===== src/rtl/matrix_op_sequencer_if.sv =====
// Operand-load, accelerator-control and result signals between matrix_op_sequencer and its environment.
// slave = sequencer side, master = environment side (operand source, accelerator, result sink).
interface matrix_op_sequencer_if #(
  parameter int KERNEL_SIZE   = 3,
  parameter int AXI_BUS_WIDTH = 32,
  parameter int ADDR_WIDTH    = $clog2(KERNEL_SIZE * KERNEL_SIZE * KERNEL_SIZE * KERNEL_SIZE)
);
  localparam int N = KERNEL_SIZE * KERNEL_SIZE;

  logic                       s_valid;
  logic                       s_ready;
  logic [AXI_BUS_WIDTH-1:0]   s_multiplier;
  logic [AXI_BUS_WIDTH-1:0]   s_multiplicand;
  logic                       cfg_relu;
  logic [N*AXI_BUS_WIDTH-1:0] multiplier_input;
  logic [N*AXI_BUS_WIDTH-1:0] multiplicand_input;
  logic [N-1:0]               mStart;
  logic                       lin_mux;
  logic                       direct;
  logic [ADDR_WIDTH-1:0]      AddressSelect;
  logic [AXI_BUS_WIDTH-1:0]   finalAccumulate;
  logic                       finalReady;
  logic                       r_valid;
  logic                       r_ready;
  logic [AXI_BUS_WIDTH-1:0]   r_data;
  logic                       r_err;
  logic [15:0]                op_count;

  modport slave (
    input  s_valid, s_multiplier, s_multiplicand, cfg_relu,
    input  finalAccumulate, finalReady, r_ready,
    output s_ready, multiplier_input, multiplicand_input, mStart, lin_mux,
    output direct, AddressSelect, r_valid, r_data, r_err, op_count
  );

  modport master (
    output s_valid, s_multiplier, s_multiplicand, cfg_relu,
    output finalAccumulate, finalReady, r_ready,
    input  s_ready, multiplier_input, multiplicand_input, mStart, lin_mux,
    input  direct, AddressSelect, r_valid, r_data, r_err, op_count
  );
endinterface


===== src/rtl/matrix_op_sequencer.sv =====
// Loads N operand pairs, fires the accelerator, waits (with timeout) and holds the result; r_valid at t+3 earliest.
// s_ready only in LOAD; the result is held in HOLD until r_ready, stalling further operand loads.
module matrix_op_sequencer #(
  parameter int DATA_WIDTH    = 32,
  parameter int KERNEL_SIZE   = 3,
  parameter int AXI_BUS_WIDTH = 32,
  parameter int TIMEOUT       = 256,
  parameter int ADDR_WIDTH    = $clog2(KERNEL_SIZE * KERNEL_SIZE * KERNEL_SIZE * KERNEL_SIZE)
) (
  input  logic                 clk,
  input  logic                 rst,
  matrix_op_sequencer_if.slave bus
);
  localparam int N  = KERNEL_SIZE * KERNEL_SIZE;
  localparam int CW = (N > 1) ? $clog2(N) : 1;
  localparam int TW = $clog2(TIMEOUT);
  localparam int BW = N * AXI_BUS_WIDTH;

  if (DATA_WIDTH > AXI_BUS_WIDTH) begin : g_width_chk
    $error("DATA_WIDTH must fit within an AXI_BUS_WIDTH slot");
  end
  if (TIMEOUT < 2) begin : g_timeout_chk
    $error("TIMEOUT must be at least 2");
  end

  typedef enum logic [1:0] {LOAD, FIRE, WAIT, HOLD} state_t;

  state_t                   state_q, state_d;
  logic [CW-1:0]            load_cnt_q, load_cnt_d;
  logic [TW-1:0]            timer_q, timer_d;
  logic [BW-1:0]            mult_q, mult_d;
  logic [BW-1:0]            mcand_q, mcand_d;
  logic                     lin_mux_q, lin_mux_d;
  logic                     r_valid_q, r_valid_d;
  logic [AXI_BUS_WIDTH-1:0] r_data_q, r_data_d;
  logic                     r_err_q, r_err_d;
  logic [15:0]              op_count_q, op_count_d;

  always_ff @(posedge clk or posedge rst) begin
    if (rst) begin
      state_q    <= LOAD;
      load_cnt_q <= '0;
      timer_q    <= '0;
      mult_q     <= '0;
      mcand_q    <= '0;
      lin_mux_q  <= 1'b1;
      r_valid_q  <= 1'b0;
      r_data_q   <= '0;
      r_err_q    <= 1'b0;
      op_count_q <= '0;
    end else begin
      state_q    <= state_d;
      load_cnt_q <= load_cnt_d;
      timer_q    <= timer_d;
      mult_q     <= mult_d;
      mcand_q    <= mcand_d;
      lin_mux_q  <= lin_mux_d;
      r_valid_q  <= r_valid_d;
      r_data_q   <= r_data_d;
      r_err_q    <= r_err_d;
      op_count_q <= op_count_d;
    end
  end

  always_comb begin
    state_d    = state_q;
    load_cnt_d = load_cnt_q;
    timer_d    = timer_q;
    mult_d     = mult_q;
    mcand_d    = mcand_q;
    lin_mux_d  = lin_mux_q;
    r_valid_d  = r_valid_q;
    r_data_d   = r_data_q;
    r_err_d    = r_err_q;
    op_count_d = op_count_q;

    case (state_q)
      LOAD: begin
        if (bus.s_valid) begin
          for (int n = 0; n < N; n++) begin
            if (load_cnt_q == CW'(n)) begin
              mult_d[n*AXI_BUS_WIDTH +: AXI_BUS_WIDTH]  = bus.s_multiplier;
              mcand_d[n*AXI_BUS_WIDTH +: AXI_BUS_WIDTH] = bus.s_multiplicand;
            end
          end
          // Result mode is fixed per operation by the slot-0 beat only.
          if (load_cnt_q == '0) begin
            lin_mux_d = ~bus.cfg_relu;
          end
          if (load_cnt_q == CW'(N - 1)) begin
            load_cnt_d = '0;
            state_d    = FIRE;
          end else begin
            load_cnt_d = load_cnt_q + CW'(1);
          end
        end
      end
      FIRE: begin
        timer_d = '0;
        state_d = WAIT;
      end
      WAIT: begin
        // A result arriving on the timeout cycle still counts as a normal result.
        if (bus.finalReady) begin
          r_data_d  = bus.finalAccumulate;
          r_err_d   = 1'b0;
          r_valid_d = 1'b1;
          state_d   = HOLD;
        end else if (timer_q == TW'(TIMEOUT - 1)) begin
          r_data_d  = '0;
          r_err_d   = 1'b1;
          r_valid_d = 1'b1;
          state_d   = HOLD;
        end else begin
          timer_d = timer_q + TW'(1);
        end
      end
      HOLD: begin
        if (bus.r_ready && r_valid_q) begin
          r_valid_d  = 1'b0;
          op_count_d = op_count_q + 16'd1;
          state_d    = LOAD;
        end
      end
      default: state_d = LOAD;
    endcase
  end

  assign bus.s_ready            = (state_q == LOAD);
  assign bus.mStart             = {N{state_q == FIRE}};
  assign bus.multiplier_input   = mult_q;
  assign bus.multiplicand_input = mcand_q;
  assign bus.lin_mux            = lin_mux_q;
  assign bus.direct             = 1'b1;
  assign bus.AddressSelect      = '0;
  assign bus.r_valid            = r_valid_q;
  assign bus.r_data             = r_data_q;
  assign bus.r_err              = r_err_q;
  assign bus.op_count           = op_count_q;

endmodule


===== src/flat_wrapper.sv =====
// flat-port wrapper written by rule: the top's interface ports become plain ports
module matrix_op_sequencer_flat 
#(
  parameter int DATA_WIDTH    = 32,
  parameter int KERNEL_SIZE   = 3,
  parameter int AXI_BUS_WIDTH = 32,
  parameter int TIMEOUT       = 256,
  parameter int ADDR_WIDTH    = $clog2(KERNEL_SIZE * KERNEL_SIZE * KERNEL_SIZE * KERNEL_SIZE)
)
  (clk, rst, bus_s_valid, bus_s_multiplier, bus_s_multiplicand, bus_cfg_relu, bus_finalAccumulate, bus_finalReady, bus_r_ready, bus_s_ready, bus_multiplier_input, bus_multiplicand_input, bus_mStart, bus_lin_mux, bus_direct, bus_AddressSelect, bus_r_valid, bus_r_data, bus_r_err, bus_op_count);
  matrix_op_sequencer_if #(.KERNEL_SIZE(KERNEL_SIZE), .AXI_BUS_WIDTH(AXI_BUS_WIDTH), .ADDR_WIDTH(ADDR_WIDTH)) bus_i ();
  input  logic clk;
  input  logic rst;
  input wire logic [$bits(bus_i.s_valid)-1:0] bus_s_valid;
  input wire logic [$bits(bus_i.s_multiplier)-1:0] bus_s_multiplier;
  input wire logic [$bits(bus_i.s_multiplicand)-1:0] bus_s_multiplicand;
  input wire logic [$bits(bus_i.cfg_relu)-1:0] bus_cfg_relu;
  input wire logic [$bits(bus_i.finalAccumulate)-1:0] bus_finalAccumulate;
  input wire logic [$bits(bus_i.finalReady)-1:0] bus_finalReady;
  input wire logic [$bits(bus_i.r_ready)-1:0] bus_r_ready;
  output wire logic [$bits(bus_i.s_ready)-1:0] bus_s_ready;
  output wire logic [$bits(bus_i.multiplier_input)-1:0] bus_multiplier_input;
  output wire logic [$bits(bus_i.multiplicand_input)-1:0] bus_multiplicand_input;
  output wire logic [$bits(bus_i.mStart)-1:0] bus_mStart;
  output wire logic [$bits(bus_i.lin_mux)-1:0] bus_lin_mux;
  output wire logic [$bits(bus_i.direct)-1:0] bus_direct;
  output wire logic [$bits(bus_i.AddressSelect)-1:0] bus_AddressSelect;
  output wire logic [$bits(bus_i.r_valid)-1:0] bus_r_valid;
  output wire logic [$bits(bus_i.r_data)-1:0] bus_r_data;
  output wire logic [$bits(bus_i.r_err)-1:0] bus_r_err;
  output wire logic [$bits(bus_i.op_count)-1:0] bus_op_count;
  assign bus_i.s_valid = bus_s_valid;
  assign bus_i.s_multiplier = bus_s_multiplier;
  assign bus_i.s_multiplicand = bus_s_multiplicand;
  assign bus_i.cfg_relu = bus_cfg_relu;
  assign bus_i.finalAccumulate = bus_finalAccumulate;
  assign bus_i.finalReady = bus_finalReady;
  assign bus_i.r_ready = bus_r_ready;
  assign bus_s_ready = bus_i.s_ready;
  assign bus_multiplier_input = bus_i.multiplier_input;
  assign bus_multiplicand_input = bus_i.multiplicand_input;
  assign bus_mStart = bus_i.mStart;
  assign bus_lin_mux = bus_i.lin_mux;
  assign bus_direct = bus_i.direct;
  assign bus_AddressSelect = bus_i.AddressSelect;
  assign bus_r_valid = bus_i.r_valid;
  assign bus_r_data = bus_i.r_data;
  assign bus_r_err = bus_i.r_err;
  assign bus_op_count = bus_i.op_count;
  matrix_op_sequencer #(.DATA_WIDTH(DATA_WIDTH), .KERNEL_SIZE(KERNEL_SIZE), .AXI_BUS_WIDTH(AXI_BUS_WIDTH), .TIMEOUT(TIMEOUT), .ADDR_WIDTH(ADDR_WIDTH)) u_core (.clk(clk), .rst(rst), .bus(bus_i));
endmodule

===== config.mk =====
export PLATFORM = sky130hd
export DESIGN_NAME = matrix_op_sequencer_flat
export DESIGN_NICKNAME = d
export VERILOG_FILES = /design/src/rtl/matrix_op_sequencer_if.sv /design/src/rtl/matrix_op_sequencer.sv /design/src/flat_wrapper.sv
export SDC_FILE = /design/constraint.sdc
export NUM_CORES = 1
export LEC_CHECK = 0
export ABC_AREA = 1
export CORE_AREA = 10 10 282 284
export CTS_CLUSTER_DIAMETER = 120
export CTS_CLUSTER_SIZE = 28
export DETAILED_ROUTE_END_ITERATION = 6
export DIE_AREA = 0 0 292 294
export PLACE_DENSITY = 0.59
export SYNTH_ARGS = -nofsm -noshare
export SYNTH_HDL_FRONTEND = slang
export SYNTH_SLANG_ARGS = --single-unit

===== constraint.sdc =====
create_clock -name clk -period 22 [get_ports clk]
set_input_delay 4.4 -clock clk [delete_from_list [all_inputs] [get_ports clk]]
set_output_delay 4.4 -clock clk [all_outputs]
set_load 0.02 [all_outputs]

Yosys cells after proc, flatten, opt, wreduce, memory -nomap -nowiden --
Index checks and enable logic that the tools add are counted.
Operators by class: add/subtract/negate cells 3, eq/ne operators 18, mux-type cells 17, bitwise operators 1, reductions and logical operators 21
Operator list (count):
- 32-bit two-way mux | 2
- 3-bit AND reduction | 11
- 16-bit by 1-bit adder with 16-bit output, second input constant | 1
- 4-bit by 3-bit equality test with 1-bit output, second input constant | 4
- 8-bit two-way mux | 2
- 8-bit case mux with 2 select lines | 1
- 2-bit two-way mux | 5
- 8-bit by 1-bit adder with 8-bit output, second input constant | 1
- 4-bit by 2-bit equality test with 1-bit output, second input constant | 2
- 8-bit equality test, second input constant | 1
- 2-bit case mux with 4 select lines | 1
- 2-bit inequality test, second input constant | 3
- 2-bit AND reduction | 3
- 2-bit nonzero test | 3
- 4-bit by 1-bit adder with 4-bit output, second input constant | 1
- 2-bit equality test, second input constant | 2
- 4-bit by 1-bit equality test with 1-bit output, second input constant | 1
- 4-bit equality test, second input constant | 1
- 4-bit logical NOT | 1
- 1-bit two-way mux | 4
- 4-bit two-way mux | 1
- 2-bit by 1-bit inequality test with 1-bit output, second input constant | 2
- 4-bit AND reduction | 1
- 3-bit by 2-bit inequality test with 1-bit output, second input constant | 1
- other kinds (5) | 5
Word-level totals: flip-flop bits (word level) 641, output and inout port bits 645

Logic depth before layout (Yosys ltp) --
depth in word-level cells 4, depth in mapped cells 11, gate-level depth less buffers 9

Worst setup path before layout --
Ideal clock, no wire load.
path type flip-flop to output port, from reg u_core.state_q[1], to out bus_mStart[1], data arrival time 1.103 ns, required time 17.600 ns, path slack 16.497 ns, stages on the path, launching flop included 4, buffers on the path 1, cells stage by stage dfrtp_1 inv_1 ha_1 buf_4
On the way: longest elaborated chain between the ends 1
Ends and longest elaborated chain:
- start, declared | RTL line matrix_op_sequencer.sv:28 | state_t state_q, state_d;
- start signal, assigned | RTL line matrix_op_sequencer.sv:52 | state_q <= state_d;
- 2-bit by 1-bit equality test with 1-bit output | RTL line matrix_op_sequencer.sv:130 | assign bus.mStart = {N{state_q == FIRE}};
- end, declared | RTL line flat_wrapper.sv:24 | output wire logic [$bits(bus_i.mStart)-1:0] bus_mStart;
Every way passes these cells.

==> flow_summary.toml <==
[critical_path]
critPathKind = "in2async"
r2r-end = "u_core.bus.multiplier_input[100]"
worst_path_max_delay_cell = "buf_4"
startpoint_type = "primary input"
reg2reg_slack_ns = 19.19
endpoint_kind = "asynchronous set/reset pin"
cp_common_cell = "buf_4"
cp.arrival_ns = 9.05
crit_buf_inv = 6
required_ns = 22.55
path_cells = "clkdlybuf4s50_1, clkinvlp_4, buf_4, buf_4, buf_4, buf_4"
crit_family = "buffers and inverters"
rr_worst_depth = 10
crit_path_max_incr_delay_ns = 0.96
r2r_start = "u_core.state_q[0]"
crit_fanout = 88

[hold_path]
hold_class = "reg2reg"
worstHoldStart = "u_core.bus.multiplicand_input[228]"
whs_path_depth = 2
whs_endpoint = "u_core.bus.multiplicand_input[228]"

[floorplanning]
die_area_sq_mm = 0.08585
core_area_sq_mm = 0.07395
chipWidth_um = 292
start_util = 0.3275
die_h_um = 294
io_pins = 747
rows = 100

[timing]
fin_worst_skew_ns = 0.02595
rsz0062_at_grt = "no"
hold_slack_ns = 0.4936
setup_viol = 0
fin_ws_ns = 13.50
finalSetupTns_ns = 0
relSlewSlack = 0.2603
period_minus_slack_ns = 8.495
fmax_mhz = 117.7
hold_viol = 0
worst_pin_slew_ns = 1.110
final_max_slew_viol_count = 0
timing.final.crit_share = 0.3862

[job]
drv_cap = 0

[clock_tree]
root_buffer = "clkbuf_16"
postCtsSetupBuffers = 0
cts_htree_levels = 1
ctsLongestPathBuffers = 3
cts_sinks = 641
hold_buffers = 0
cts_buffers = 27
cts_tree = "yes"
ctsResizeCount = 0
path_clk_slew_ns = 0.11
clk_latency_ns = 0.61

[placed_design]
place_hpwl_mm = 64.27
io_buffers = 738
place_ws_ns = 12.63
gp_congestion = 0.8324

[synthesis]
synthMuxAreaShare = 0
yosys.area_share.simple = 0.1373
synth_top_area_cell = "dfrtp_1"
synth.avg_cell_area_sq_um = 10.39
synth.top_cells.by_area = "dfrtp_1 66%, nand2_1 11%, o21ai_0 9.6%, buf_6 3.8%, o21ai_1 2.4%"
synth_cell_types = 30
synthXorXnorAreaFrac = 0.003978
seq_area_frac_synth = 0.6623
synth_top_family_by_area = "simple AND/OR/NAND/NOR gates"
synth_cells = 2332
synth_top_cell_area_share = 0.6612
synthesis.area_sq_mm = 0.02422
synth-seq-cells = 641
synth_compound_area_frac = 0.1214
synthAdderAreaFrac = 0.005682
ys_warn_count = 0

[power_and_ir_drop]
clkPwrFrac = 0.117
p_switching_mw = 2.154
pwr-share-comb = 0.495
p_leak_nw = 14.85
p_int_mw = 3.049
power_frac_seq = 0.389
irDropWorstVdd_v = 0.00008626
p_per_area_mw_per_mm2 = 160.1
sw_frac_of_total = 0.4140

[routing]
wl_per_cell_um = 22.30
postRouteAntennaNets = 0
vias = 18880
drc_errors = 9
drt_iter0_drc = 1369
dr.pass1.iters = 7
vias_per_cell = 4.780
drt_wl_total_mm = 88.08

[cells_and_area]
mostFrequentLayoutCell = "clkdlybuf4s50_1"
num-nets-final = 3081
synthToLayoutAreaGrowth_pct = 34.17
mostFrequentLayoutCells = "738 x clkdlybuf4s50_1, 683 x nand2_1, 640 x dfrtp_1, 467 x o21ai_0, 116 x o21ai_1"
drive_gt1_frac = 0.02685

[global_routing]
grt_use_total = 0.1974
grt-ovfl-total = 0
grt_pass1_wl_mm = 130.2
grt_max_degree = 89
antenna_found_initial = 3
grt_pass1_vias = 18820

[outcome]
violations = "DRC"
outcome = "complete, but fails checks"
[flip-flops by register name, summed over array words and instances, names as in the netlist, 2 cells and up]
signal	cells
u_core.bus.multiplicand_input	288
u_core.bus.multiplier_input	288
u_core.bus.r_data	32
u_core.bus.op_count	16
u_core.timer_q	8
u_core.load_cnt_q	4
u_core.state_q	2
[cell type report]
type,instances,area [sq um]
Timing Repair Buffer,759,7552
Tap cell,969,1212
Antenna cell,2,5.005
Fill cell,6996,41450
Multi-Input combinational cell,1446,6584
Clock buffer,36,709.4
Sequential cell,641,16040
Clock inverter,4,38.79
Inverter,93,352.8
[cell usage after synthesis]
cell type / instances
a21oi_2: 1
buf_4: 18
xor2_1: 7
inv_2: 4
dfstp_2: 1
or2_2: 1
clkbuf_2: 3
clkbuf_1: 11
o21ai_0: 467
buf_2: 39
nor2_4: 3
o21ai_1: 116
nand3b_1: 3
buf_1: 6
buf_6: 81
ha_1: 11
nor2_2: 5
a21boi_0: 2
nand2_1: 686
nand2_2: 8
dfrtp_1: 640
conb_1: 2
nand3_4: 1
nor2_1: 28
nor3_1: 5
inv_1: 89
nand3_1: 83
and3_1: 1
xnor2_1: 4
nand4_1: 6
[routing by layer]
metal | wire length (um) | global-route usage | vias up
met3 | 7865 | 0.06840 | 110
met1 | 33700 | 0.2306 | 9349
met5 | 13 | 0 | -
met2 | 43700 | 0.3368 | 638
met4 | 2800 | 0.06149 | 2
li1 | - | - | 8783
[worst max-delay path by stage]
stage / cells past startpoint / slack, ns / startpoint / endpoint
after floorplan: 1 / 8.84 / rst / u_core.bus.multiplicand_input[0]
after global placement: 6 / 12.81 / rst / u_core.bus.multiplier_input[121]
after detailed placement: 6 / 12.63 / rst / u_core.bus.multiplier_input[252]
after CTS: 6 / 13.28 / rst / u_core.bus.multiplier_input[286]
after global routing: 6 / 12.77 / rst / u_core.bus.multiplicand_input[259]
final: 6 / 13.50 / rst / u_core.bus.multiplier_input[286]
[through the flow]
stage,cells,total power [mW],util,cell area (sq um)
after floorplan,2338,3.191,-,24250
after CTS,3947,5.263,0.4392,32480
after detailed placement,3907,4.645,0.4291,31730
after global routing,3950,5.512,0.4395,32500
after global placement,3907,4.603,0.4291,31730
final,3950,5.204,0.4395,32500
[cell families (layout without fill, tap and decap cells)]
group	count (synthesis)	count (layout)
DFF	641	641
other	2	10
adders and majority gates	11	11
xor gates and xnor gates	11	11
buffers and inverters	251	892
and+or+nand+nor	830	830
AOI/OAI and AO/OA	586	586
[power groups by stage]
| stage | Combinational (mW) | Sequential (mW) | Clock, mW |
|---|---|---|---|
| floorplan | 0.564 | 2.63 | 0 |
| global route | 2.76 | 2.09 | 0.669 |
| CTS | 2.62 | 2.02 | 0.625 |
| finish | 2.57 | 2.02 | 0.608 |
| detailed placement | 2.61 | 2.03 | 0 |
| global placement | 2.59 | 2.02 | 0 |
[worst register-to-register path: cells and delay by family, from the launching register on]
family                   cells  cell delay [ns]
buffers and inverters        4             1.03
AND/OR/NAND/NOR              4             0.91
flip-flops                   1             0.41
AO/OA/AOI/OAI                1             0.12
adder cells (fa/ha/maj)      1             0.25
Note: power is estimated with default switching activity, not from simulation.
